[config.mk]
export PLATFORM = sky130hd
export DESIGN_NAME = clkdiv_ctrl_flat
export DESIGN_NICKNAME = d
export VERILOG_FILES = /design/src/rtl/clkdiv_if.sv /design/src/rtl/clkdiv_ctrl.sv /design/src/flat_wrapper.sv
export SDC_FILE = /design/constraint.sdc
export NUM_CORES = 1
export LEC_CHECK = 0
export BUFFER_PORTS_ARGS = -buffer_cell sky130_fd_sc_hd__buf_2
export CORE_ASPECT_RATIO = 1.75
export CORE_UTILIZATION = 52
export CTS_CLUSTER_DIAMETER = 40
export DETAILED_ROUTE_END_ITERATION = 12
export GPL_ROUTABILITY_DRIVEN = 0
export GPL_TIMING_DRIVEN = 0
export PLACE_DENSITY = 0.75
export SLEW_MARGIN = 20
export SYNTH_ARGS = -nofsm -noshare
export SYNTH_HDL_FRONTEND = slang
export SYNTH_SLANG_ARGS = --single-unit
[constraint.sdc]
create_clock -name clk -period 2.4 [get_ports clk]
set_input_delay 0.6 -clock clk [delete_from_list [all_inputs] [get_ports clk]]
set_output_delay 0.6 -clock clk [all_outputs]
set_load 0.05 [all_outputs]
[src/rtl/clkdiv_if.sv]
// clkdiv_if: configuration handshake and divider outputs for clkdiv_ctrl.
//   en        run request (level)
//   cfg_valid new divide ratio offered
//   cfg_div   requested ratio N
//   cfg_ready controller can take a ratio
//   div_clk   divided clock (registered)
//   div_tick  one-cycle pulse at the start of each period (registered)
//   busy      controller not idle
//   cfg_err   one-cycle pulse when an accepted ratio was below 2
// master drives requests (system side), slave is the controller.
interface clkdiv_if #(
  parameter int unsigned CNT_W = 8
);
  logic             en;
  logic             cfg_valid;
  logic [CNT_W-1:0] cfg_div;
  logic             cfg_ready;
  logic             div_clk;
  logic             div_tick;
  logic             busy;
  logic             cfg_err;

  modport master (
    output en, cfg_valid, cfg_div,
    input  cfg_ready, div_clk, div_tick, busy, cfg_err
  );

  modport slave (
    input  en, cfg_valid, cfg_div,
    output cfg_ready, div_clk, div_tick, busy, cfg_err
  );
endinterface

[src/rtl/clkdiv_ctrl.sv]
// clkdiv_ctrl: programmable clock-enable divider with glitch-free start/stop.
// Produces a divided square wave (high floor(N/2), low ceil(N/2) cycles) and a
// period-start tick. New ratios are taken through a valid/ready handshake and
// only applied at a period boundary (or immediately while idle).
// Ports:
//   clk  system clock, rising edge
//   rst  asynchronous active-high reset
//   bus  clkdiv_if slave: en, cfg_valid/cfg_div/cfg_ready, div_clk, div_tick,
//        busy, cfg_err
module clkdiv_ctrl #(
  parameter int unsigned CNT_W   = 8,
  parameter int unsigned DEF_DIV = 4
) (
  input  logic     clk,
  input  logic     rst,
  clkdiv_if.slave  bus
);

  localparam logic [1:0] IDLE  = 2'd0;
  localparam logic [1:0] RUN   = 2'd1;
  localparam logic [1:0] DRAIN = 2'd2;

  logic [1:0]       state_q, state_d;
  logic [CNT_W-1:0] ratio_q, ratio_d;
  logic [CNT_W-1:0] cnt_q, cnt_d;
  logic [CNT_W-1:0] pend_div_q, pend_div_d;
  logic             pend_q, pend_d;
  logic             div_clk_q, div_clk_d;
  logic             div_tick_q, div_tick_d;
  logic             cfg_err_q, cfg_err_d;

  logic [CNT_W:0]   cnt_inc;
  logic [CNT_W:0]   half;
  logic             wrap;
  logic             xfer;
  logic             cfg_low;

  // Widened by one bit so cnt+1 never wraps before the compares.
  assign cnt_inc = {1'b0, cnt_q} + (CNT_W+1)'(1);
  assign half    = {1'b0, ratio_q >> 1};
  assign wrap    = (cnt_inc == {1'b0, ratio_q});
  assign xfer    = bus.cfg_valid && !pend_q;
  assign cfg_low = (bus.cfg_div < CNT_W'(2));

  always_comb begin
    state_d    = state_q;
    ratio_d    = ratio_q;
    cnt_d      = cnt_q;
    pend_d     = pend_q;
    pend_div_d = pend_div_q;
    div_clk_d  = 1'b0;
    div_tick_d = 1'b0;
    cfg_err_d  = 1'b0;

    case (state_q)
      IDLE: begin
        cnt_d = '0;
        if (pend_q) begin
          ratio_d = pend_div_q;
          pend_d  = 1'b0;
        end
        if (bus.en) begin
          state_d    = RUN;
          div_clk_d  = 1'b1;
          div_tick_d = 1'b1;
        end
      end
      RUN, DRAIN: begin
        if (wrap) begin
          cnt_d = '0;
          // Pending ratio only ever lands here so a period is never cut short.
          if (pend_q) begin
            ratio_d = pend_div_q;
            pend_d  = 1'b0;
          end
          if (state_q == DRAIN && !bus.en) begin
            state_d = IDLE;
          end else begin
            state_d    = bus.en ? RUN : DRAIN;
            div_clk_d  = 1'b1;
            div_tick_d = 1'b1;
          end
        end else begin
          cnt_d     = cnt_inc[CNT_W-1:0];
          div_clk_d = (cnt_inc < half);
          state_d   = bus.en ? RUN : DRAIN;
        end
      end
      default: begin
        state_d = IDLE;
        cnt_d   = '0;
      end
    endcase

    // Transfer and apply are exclusive: transfer needs !pend, apply needs pend.
    if (xfer) begin
      pend_d     = 1'b1;
      pend_div_d = cfg_low ? CNT_W'(2) : bus.cfg_div;
      cfg_err_d  = cfg_low;
    end
  end

  always_ff @(posedge clk or posedge rst) begin
    if (rst) begin
      state_q    <= IDLE;
      ratio_q    <= CNT_W'(DEF_DIV);
      cnt_q      <= '0;
      pend_q     <= 1'b0;
      pend_div_q <= CNT_W'(DEF_DIV);
      div_clk_q  <= 1'b0;
      div_tick_q <= 1'b0;
      cfg_err_q  <= 1'b0;
    end else begin
      state_q    <= state_d;
      ratio_q    <= ratio_d;
      cnt_q      <= cnt_d;
      pend_q     <= pend_d;
      pend_div_q <= pend_div_d;
      div_clk_q  <= div_clk_d;
      div_tick_q <= div_tick_d;
      cfg_err_q  <= cfg_err_d;
    end
  end

  assign bus.cfg_ready = !pend_q;
  assign bus.busy      = (state_q != IDLE);
  assign bus.div_clk   = div_clk_q;
  assign bus.div_tick  = div_tick_q;
  assign bus.cfg_err   = cfg_err_q;

endmodule

[src/flat_wrapper.sv]
// flat-port wrapper written by rule: the top's interface ports become plain ports
module clkdiv_ctrl_flat 
#(
  parameter int unsigned CNT_W   = 8,
  parameter int unsigned DEF_DIV = 4
)
  (clk, rst, bus_en, bus_cfg_valid, bus_cfg_div, bus_cfg_ready, bus_div_clk, bus_div_tick, bus_busy, bus_cfg_err);
  clkdiv_if #(.CNT_W(CNT_W)) bus_i ();
  input  logic clk;
  input  logic rst;
  input wire logic [$bits(bus_i.en)-1:0] bus_en;
  input wire logic [$bits(bus_i.cfg_valid)-1:0] bus_cfg_valid;
  input wire logic [$bits(bus_i.cfg_div)-1:0] bus_cfg_div;
  output wire logic [$bits(bus_i.cfg_ready)-1:0] bus_cfg_ready;
  output wire logic [$bits(bus_i.div_clk)-1:0] bus_div_clk;
  output wire logic [$bits(bus_i.div_tick)-1:0] bus_div_tick;
  output wire logic [$bits(bus_i.busy)-1:0] bus_busy;
  output wire logic [$bits(bus_i.cfg_err)-1:0] bus_cfg_err;
  assign bus_i.en = bus_en;
  assign bus_i.cfg_valid = bus_cfg_valid;
  assign bus_i.cfg_div = bus_cfg_div;
  assign bus_cfg_ready = bus_i.cfg_ready;
  assign bus_div_clk = bus_i.div_clk;
  assign bus_div_tick = bus_i.div_tick;
  assign bus_busy = bus_i.busy;
  assign bus_cfg_err = bus_i.cfg_err;
  clkdiv_ctrl #(.CNT_W(CNT_W), .DEF_DIV(DEF_DIV)) u_core (.clk(clk), .rst(rst), .bus(bus_i));
endmodule
## Yosys cells after proc, flatten, opt, wreduce, memory -nomap -nowiden

Cells that the tools add are included.

- Register bits after elaboration: 30
- Output and inout port bits: 5

- Add/sub/neg operators: 1
- Order comparisons: 2
- Eq/ne operators: 6
- Multiplexer cells: 21
- Reductions and logical operators: 11

Operators with widths:

| operator | number |
|---|---|
| 2-to-1 mux 8 bit | 5 |
| case mux 8 bit (2 select lines) | 1 |
| adder 8 x 1 -> 9 bit, second input constant | 1 |
| == test 9 x 8 -> 1 bit | 1 |
| less-than comparator 9 x 7 -> 1 bit | 1 |
| less-than comparator 8 x 2 -> 1 bit, second input constant | 1 |
| 2-to-1 mux 2 bit | 4 |
| 2-to-1 mux 1 bit | 7 |
| case mux 1 bit (2 select lines) | 3 |
| case mux 2 bit (2 select lines) | 1 |
| AND reduction 2 bit | 2 |
| nonzero test 2 bit | 2 |
| != test 3 x 1 -> 1 bit, second input constant | 1 |
| nonzero test 3 bit | 1 |
| == test 2 x 1 -> 1 bit, second input constant | 1 |
| == test 2 bit, second input constant | 1 |
| logical AND 1 bit | 2 |
| zero test 1 bit | 2 |
| zero test 2 bit | 1 |
| != test 2 x 1 -> 1 bit, second input constant | 1 |
| != test 2 bit, second input constant | 1 |
| OR reduction 2 bit | 1 |

## Logic depth before layout (Yosys ltp)

Gate-level depths: netlist (run 1).

- Word-level depth: 5
- Mapped depth: 11
- Mapped depth without buffers: 10

## Worst setup path after synthesis (run 1)

OpenSTA, ideal clock, no wires.

- Kind: flip-flop to flip-flop
- From: register u_core.cnt_q[0]
- To: register u_core.ratio_q[0]
- Arrival: 2.275 ns
- Data required time: 2.275 ns
- Setup slack: 0.000 ns
- Cell stages (with the launch flop): 8
- Period minus slack after synthesis: 2.400 ns
- Cells stage by stage: dfrtp_1 > ha_1 > xnor2_1 > o2bb2ai_1 > a221oi_1 > o2111ai_1 > o31ai_4 > mux2_2

- Longest elaborated chain between the ends: 4

Ends and longest elaborated chain:

| what | RTL line | RTL |
|---|---|---|
| start, declared | clkdiv_ctrl.sv:25 | `logic [CNT_W-1:0] cnt_q, cnt_d;` |
| start signal, assigned | clkdiv_ctrl.sv:116 | `cnt_q <= cnt_d;` |
| adder 8 x 1 -> 9 bit | clkdiv_ctrl.sv:39 | `assign cnt_inc = {1'b0, cnt_q} + (CNT_W+1)'(1);` |
| == test 9 x 8 -> 1 bit | clkdiv_ctrl.sv:41 | `assign wrap = (cnt_inc == {1'b0, ratio_q});` |
| != test 2 x 1 -> 1 bit (no source line) | n/a |  |
| AND reduction 2 bit (no source line) | n/a |  |
| end signal, assigned | clkdiv_ctrl.sv:106 | `ratio_q <= CNT_W'(DEF_DIV);` |
| end signal, assigned | clkdiv_ctrl.sv:115 | `ratio_q <= ratio_d;` |
| end, declared | clkdiv_ctrl.sv:24 | `logic [CNT_W-1:0] ratio_q, ratio_d;` |

Every way passes these cells.
A chain may end at the register's enable or synchronous reset.

## Final worst setup path (run 1)

- From: register u_core.cnt_q[0]
- To: register u_core.ratio_q[3]

Same word-level chain as after synthesis.

==> results.cfg, run 1 <==
[worst_setup_path]
cp_slowest_cell = dfrtp_2
crit_fanout = 8
rr_worst_depth = 8
start_kind = register
endpoint_kind = register
cp.required_ns = 2.56
rrSetupSlack_ns = 0.06
crit_arrival_ns = 2.50
worstPathCellList = ha_4 > xnor2_1 > o2bb2ai_1 > a221oi_2 > o2111ai_2 > o31ai_4 > buf_12 > mux2_4
worst_path_largest_cell_delay_ns = 0.44
worstReg2RegEnd = u_core.ratio_q[3]
worstSetupPathType = reg -> reg
worstReg2RegStart = u_core.cnt_q[0]

[global_routing]
gr-total-overflow = 0
grt_max_degree = 31
antenna_found_initial = 0
grtUsageTotal_pct = 24.1
grt_pass1_wl_mm = 6.02
grt_pass1_vias = 1386

[clock_network]
htree_levels = 2
clk_path_buf_depth = 2
root_buffer = clkbuf_8
cts_num_sinks = 30
cts_tree = done
cts_buffers = 5
clk_pin_slew_ns = 0.07
clkLatencyLatePin_ns = 0.29

[die]
core_region_area_sq_um = 3110
rows = 27
die-area_sq_um = 3470
initial_core_util_pct = 54.0
io-pin-count = 17
die_h_microns = 77.2
die_x_microns = 45.0

[power]
leakagePower_nw = 0.979
pwr-share-comb_pct = 50.4
p_sw_w = 0.00104
pwr-share-clk_pct = 14.8
peakVddDrop_mv = 0.934
p_per_area_nw_per_um2 = 1260
power_frac_seq_pct = 34.7
p_int_w = 0.00154
swShare_pct = 40.4

[finish]
instances_no_fill = 233
final_nets = 211
mostFrequentLayoutCell = dfrtp_1
area_growth_pct = 22.3
final_cell_mix = dfrtp_1 (27), buf_2 (16), inv_1 (15), nor2_1 (14), ha_1 (9)
antenna_cells = 0
drive_above_1_share_pct = 32.6

[timing]
maxSlewHeadroom_pct = 59.6
slew_viol_final = 0
fin_crit_sh_pct = 97.7
final_hold_viol_count = 0
setup_viol = 0
worstMarginPinSlew_ns = 0.605
rsz0062_at_grt = no
timing.fmax_mhz = 427
tns_ns = 0
finalClockSkew_ns = 0.0114
hold_ws_ns = 0.374
min_period_ns = 2.34

[route]
ant_nets = 0
vias_per_cell = 5.71
route.detailed.drc = 0
first_pass_iters = 4
post_drt_wl_per_cell_microns = 15.9
drtIter0Drc = 28
vias = 1331
wirelength_mm = 3.71

[synth]
ys_ff_latch = 30
synthCells = 159
yosysSeqAreaShare_pct = 44.9
syn_nets = 181
async_reset_ff_share_pct = 100
synth_area_sq_um = 1680
yosysWarnings = 0
synth_edf_count = 0
synthFlopType = dfrtp_1
syn_avg_cell_area_sq_um = 10.6
synth.distinct_cells = 42

[placed_design]
hpwl_mm = 2.59
port_buffers = 16
placed_cells = 218

[flow_run]
maxCapViolCount = 0

[hold_path]
hold_class = in -> async

[status]
status = finished clean
critical path, delay by kind of cell (launching register included):
kind / cells / cell delay, ns
compound gates: 4 / 0.93
mux: 1 / 0.31
xor+xnor: 1 / 0.17
flops: 1 / 0.44
fa+ha+maj: 1 / 0.20
buf+inv: 1 / 0.17
logic make-up (layout without fill, tap and decap cells):
group	count (synthesis)	in the layout	share of synthesized area, %
AOI/OAI and AO/OA	30	30	13.3
xor gates and xnor gates	12	12	6.26
adders and majority gates	10	10	7.45
buffers and inverters	19	50	4.69
DFF	30	30	44.9
muxes	15	15	9.99
and+or+nand+nor	43	43	13.5
how the worst max path moves through the flow:
stage | from | to | slack, ns | depth (start not counted)
after floorplan | u_core.cnt_q[0] | u_core.ratio_q[0] | 0.0003 | 7
after global placement | u_core.cnt_q[0] | u_core.ratio_q[1] | -0.33 | 7
after detailed placement | u_core.cnt_q[0] | u_core.ratio_q[3] | -0.39 | 7
after CTS | u_core.cnt_q[0] | u_core.ratio_q[3] | -0.03 | 8
after global routing | u_core.cnt_q[1] | u_core.ratio_q[3] | 0.002 | 8
final | u_core.cnt_q[0] | u_core.ratio_q[3] | 0.06 | 8
cell type report:
type | count | area, sq um
Multi-Input combinational cell | 110 | 935
Buffer | 3 | 18.8
Sequential cell | 30 | 754
Clock inverter | 2 | 10.0
Tap cell | 43 | 53.8
Timing Repair Buffer | 23 | 149
Clock buffer | 6 | 72.6
Inverter | 16 | 60.1
Fill cell | 252 | 1050
registers in the layout, indices dropped and copies added (netlist names):
| name | cells |
|---|---|
| u_core.ratio_q | 8 |
| u_core.cnt_q | 8 |
| u_core.bus.div_clk | 1 |
| u_core.bus.cfg_err | 1 |
| u_core.pend_q | 1 |
| u_core.bus.div_tick | 1 |
| u_core.pend_div_q | 8 |
| u_core.state_q | 2 |
synthesized netlist by cell type (2+ instances only):
master	count	area, sq um
dfrtp_1	28	701
inv_1	16	60.1
mux2_2	14	158
nor2_1	14	52.6
ha_1	10	125
xnor2_1	7	61.3
nand2_1	6	22.5
a21oi_1	5	25.0
nand3_1	5	25.0
nor4_1	5	31.3
xor2_1	5	43.8
nor2b_1	4	25.0
o21ai_0	4	20.0
a21o_1	2	15.0
a31oi_1	2	12.5
buf_4	2	15.0
dfstp_2	2	52.6
nand2b_1	2	12.5
o2111ai_1	2	17.5
o21bai_1	2	15.0
power groups by stage:
stage / clock (W) / combinational [W] / sequential, W
after floorplan: 0 / 0.000789 / 0.000891
after global placement: 0 / 0.000994 / 0.000885
after detailed placement: 0 / 0.00103 / 0.000899
after CTS: 0.000393 / 0.00127 / 0.000891
after global routing: 0.000413 / 0.00142 / 0.000916
final: 0.000383 / 0.00130 / 0.000897
metal layers:
layer	global-route usage, %	share of wire [%]
met2	39.6	56
met3	6.35	4.6
met1	25.2	35
met5	0	0
met4	16.4	4.9
metrics by stage:
step / area [sq um] / setup WS [ns] / utilization (%) / total power, W
4_1_cts: 2030 / -0.0335 / 65.2 / 0.00256
6_report: 2050 / 0.0561 / 66.1 / 0.00258
3_5_place_dp: 1810 / -0.388 / 58.3 / 0.00193
2_1_floorplan: 1680 / 0.000283 / - / 0.00168
5_1_grt: 2050 / 0.00152 / 66.1 / 0.00275
3_3_place_gp: 1810 / -0.326 / 58.3 / 0.00188
repair_timing:
action,4_1_cts,5_1_grt
setup buffers,7,0
pin swaps,5,3
cloned,0,0
endpoints found under the setup margin,18,16
endpoints found under the hold margin,0,0
hold buffers,0,0
resized for setup,14,5
Power figures use the tool's default switching activity.
==> run 2, diff against run 1 <==
CORE_UTILIZATION = 45   (was 52)
PLACE_DENSITY = 0.67   (was 0.75)
==> run 2 against run 1 <==
Effect of this change:
- final cell count is 2.1% higher
- sequential share of layout area is 1.4 points lower
- combinational power hardly changed
- maximum frequency is 0.35% lower
- die area is 15% higher
- sequential power is 2% lower
- final area is 4.3% higher
- utilization is 6.5 points lower
- clock power is 66% higher
- total power is 10% higher
- first-iteration DRC count is 36% higher
- critical path type unchanged
- critical endpoint is now u_core.ratio_q[6]
- largest cell class unchanged
==> results.cfg, run 2 (synthesized netlist as in run 1, its figures left out) <==
[placed_design]
port_buffers = 16
hpwl_mm = 2.51

[clock_network]
ctsHoldBuffers = 0
cts_buffers = 5
clk_path_buf_depth = 2
clk_pin_slew_ns = 0.07
cts_num_sinks = 30
cts_tree = done
htree_levels = 2
root_buffer = clkbuf_8
clkLatencyLatePin_ns = 0.29

[route]
drtIter0Drc = 38
vias_per_cell = 5.69
first_pass_iters = 4
wirelength_mm = 3.70
vias = 1354
route.detailed.drc = 0
ant_nets = 0
post_drt_wl_per_cell_microns = 15.6

[worst_setup_path]
cp.buffers_inverters = 2
start_kind = register
path_delay_family = compound AO/OA/AOI/OAI gates
worstReg2RegStart = u_core.cnt_q[1]
worst_path_largest_cell_delay_ns = 0.41
crit_fanout = 8
worstPathCellList = buf_4 > nand4_4 > o211a_1 > nor4_2 > o2111ai_2 > o31ai_4 > buf_12 > mux2_2
worstReg2RegEnd = u_core.ratio_q[6]
rrSetupSlack_ns = 0.05
endpoint_kind = register
cp_slowest_cell = dfrtp_2
worstSetupPathType = reg -> reg
crit_arrival_ns = 2.52
cp.required_ns = 2.57
rr_worst_depth = 8

[die]
rows = 29
io-pin-count = 17
die_x_microns = 48.2
initial_core_util_pct = 46.7
core_region_area_sq_um = 3590
die_h_microns = 82.8
die-area_sq_um = 3990

[timing]
timing.fmax_mhz = 425
tns_ns = 0
rsz0062_at_grt = yes
worstMarginPinSlew_ns = 0.623
setup_viol = 0
finalClockSkew_ns = 0.00935
fin_crit_sh_pct = 98.0
slew_viol_final = 0
maxSlewHeadroom_pct = 58.4
final_hold_viol_count = 0
min_period_ns = 2.35

[global_routing]
top_usage_layer = met2
grt_use_met3_pct = 4.57
grt_pass1_vias = 1364
grt_max_degree = 31
antenna_found_initial = 0
gr-total-overflow = 0
grtUsageTotal_pct = 21.5
use_met1_pct = 23.9
grt_pass1_wl_mm = 5.98
gr-usage-met2_pct = 35.0

[finish]
mostFrequentLayoutCell = dfrtp_1
final_cell_mix = dfrtp_1 (25), buf_2 (16), inv_1 (15), nor2_1 (14), mux2_2 (13)
finalCoreUtilization_pct = 59.6
final_nets = 213
area_growth_pct = 27.5
antenna_cells = 0
top_regs = u_core.cnt_q: 8 flops, u_core.pend_div_q: 8 flops, u_core.ratio_q: 8 flops
drive_above_1_share_pct = 36.5

[power]
leakagePower_nw = 0.994
p_per_area_nw_per_um2 = 1330
peakVddDrop_mv = 0.951

[hold_path]
hold_class = in -> async

[status]
status = finished clean

[flow_run]
maxCapViolCount = 0
==> run 2: cell types whose count changed in the layout (fill, tap and decap cells not counted), sizes merged <==
cell / previous run / this run
clkinv: 2 / 0
buf: 26 / 28
bufinv: 0 / 2
==> run 2: area by class of cell <==
type / instances / area, sq um
clock buffers: 6 / 82.6
plain buffers: 3 / 22.5
inverters: 16 / 60.1
flip-flops and latches: 30 / 757
fillers: 285 / 1450
clock inverters: 2 / 60.1
repair buffers: 25 / 160
well taps: 46 / 57.6
multi-input cells: 110 / 941
==> run 2: how the worst max path moves through the flow <==
stage	slack, ns	endpoint	start	depth (start not counted)
global route	-0.01	u_core.ratio_q[5]	u_core.cnt_q[1]	8
global placement	-0.35	u_core.ratio_q[1]	u_core.cnt_q[0]	7
detailed placement	-0.40	u_core.ratio_q[1]	u_core.cnt_q[0]	7
CTS	-0.007	u_core.ratio_q[7]	u_core.cnt_q[1]	8
floorplan	0.0003	u_core.ratio_q[0]	u_core.cnt_q[0]	7
finish	0.05	u_core.ratio_q[6]	u_core.cnt_q[1]	8
==> run 2: timing repair <==
item                       in CTS  in global routing
setup buffers                   6                  3
setup endpoints to repair      18                 16
pin swaps                       3                  4
gates resized for setup        14                  5
==> run 2: metal layers <==
| layer | share of wire [%] | routed length, microns | vias to the layer above |
|---|---|---|---|
| met5 | 0 | 0 | - |
| met4 | 4.7 | 174 | 0 |
| met3 | 4.0 | 150 | 17 |
| met2 | 54 | 2010 | 49 |
| met1 | 37 | 1370 | 656 |
| li1 | - | - | 632 |
==> run 2: power breakdown <==
group          total [W]  leakage [nW]  switching, W  internal (W)
clock           0.000637        0.0714      0.000194      0.000443
combinational    0.00133         0.554      0.000726      0.000606
sequential      0.000879         0.368      0.000159      0.000720
total            0.00285         0.994       0.00108       0.00177
==> run 2: metrics by stage <==
stage | instance area [sq um] | total power (W) | hold WS [ns] | worst slack, ns | cells
final | 2140 | 0.00285 | 0.390 | 0.0479 | 238
after global routing | 2140 | 0.00301 | 0.461 | -0.0147 | 238
after CTS | 2090 | 0.00276 | 0.505 | -0.00698 | 235
after detailed placement | 1820 | 0.00193 | 0.489 | -0.400 | 221
after global placement | 1820 | 0.00189 | 0.486 | -0.351 | 221
after floorplan | 1680 | 0.00168 | 0.471 | 0.000283 | 159
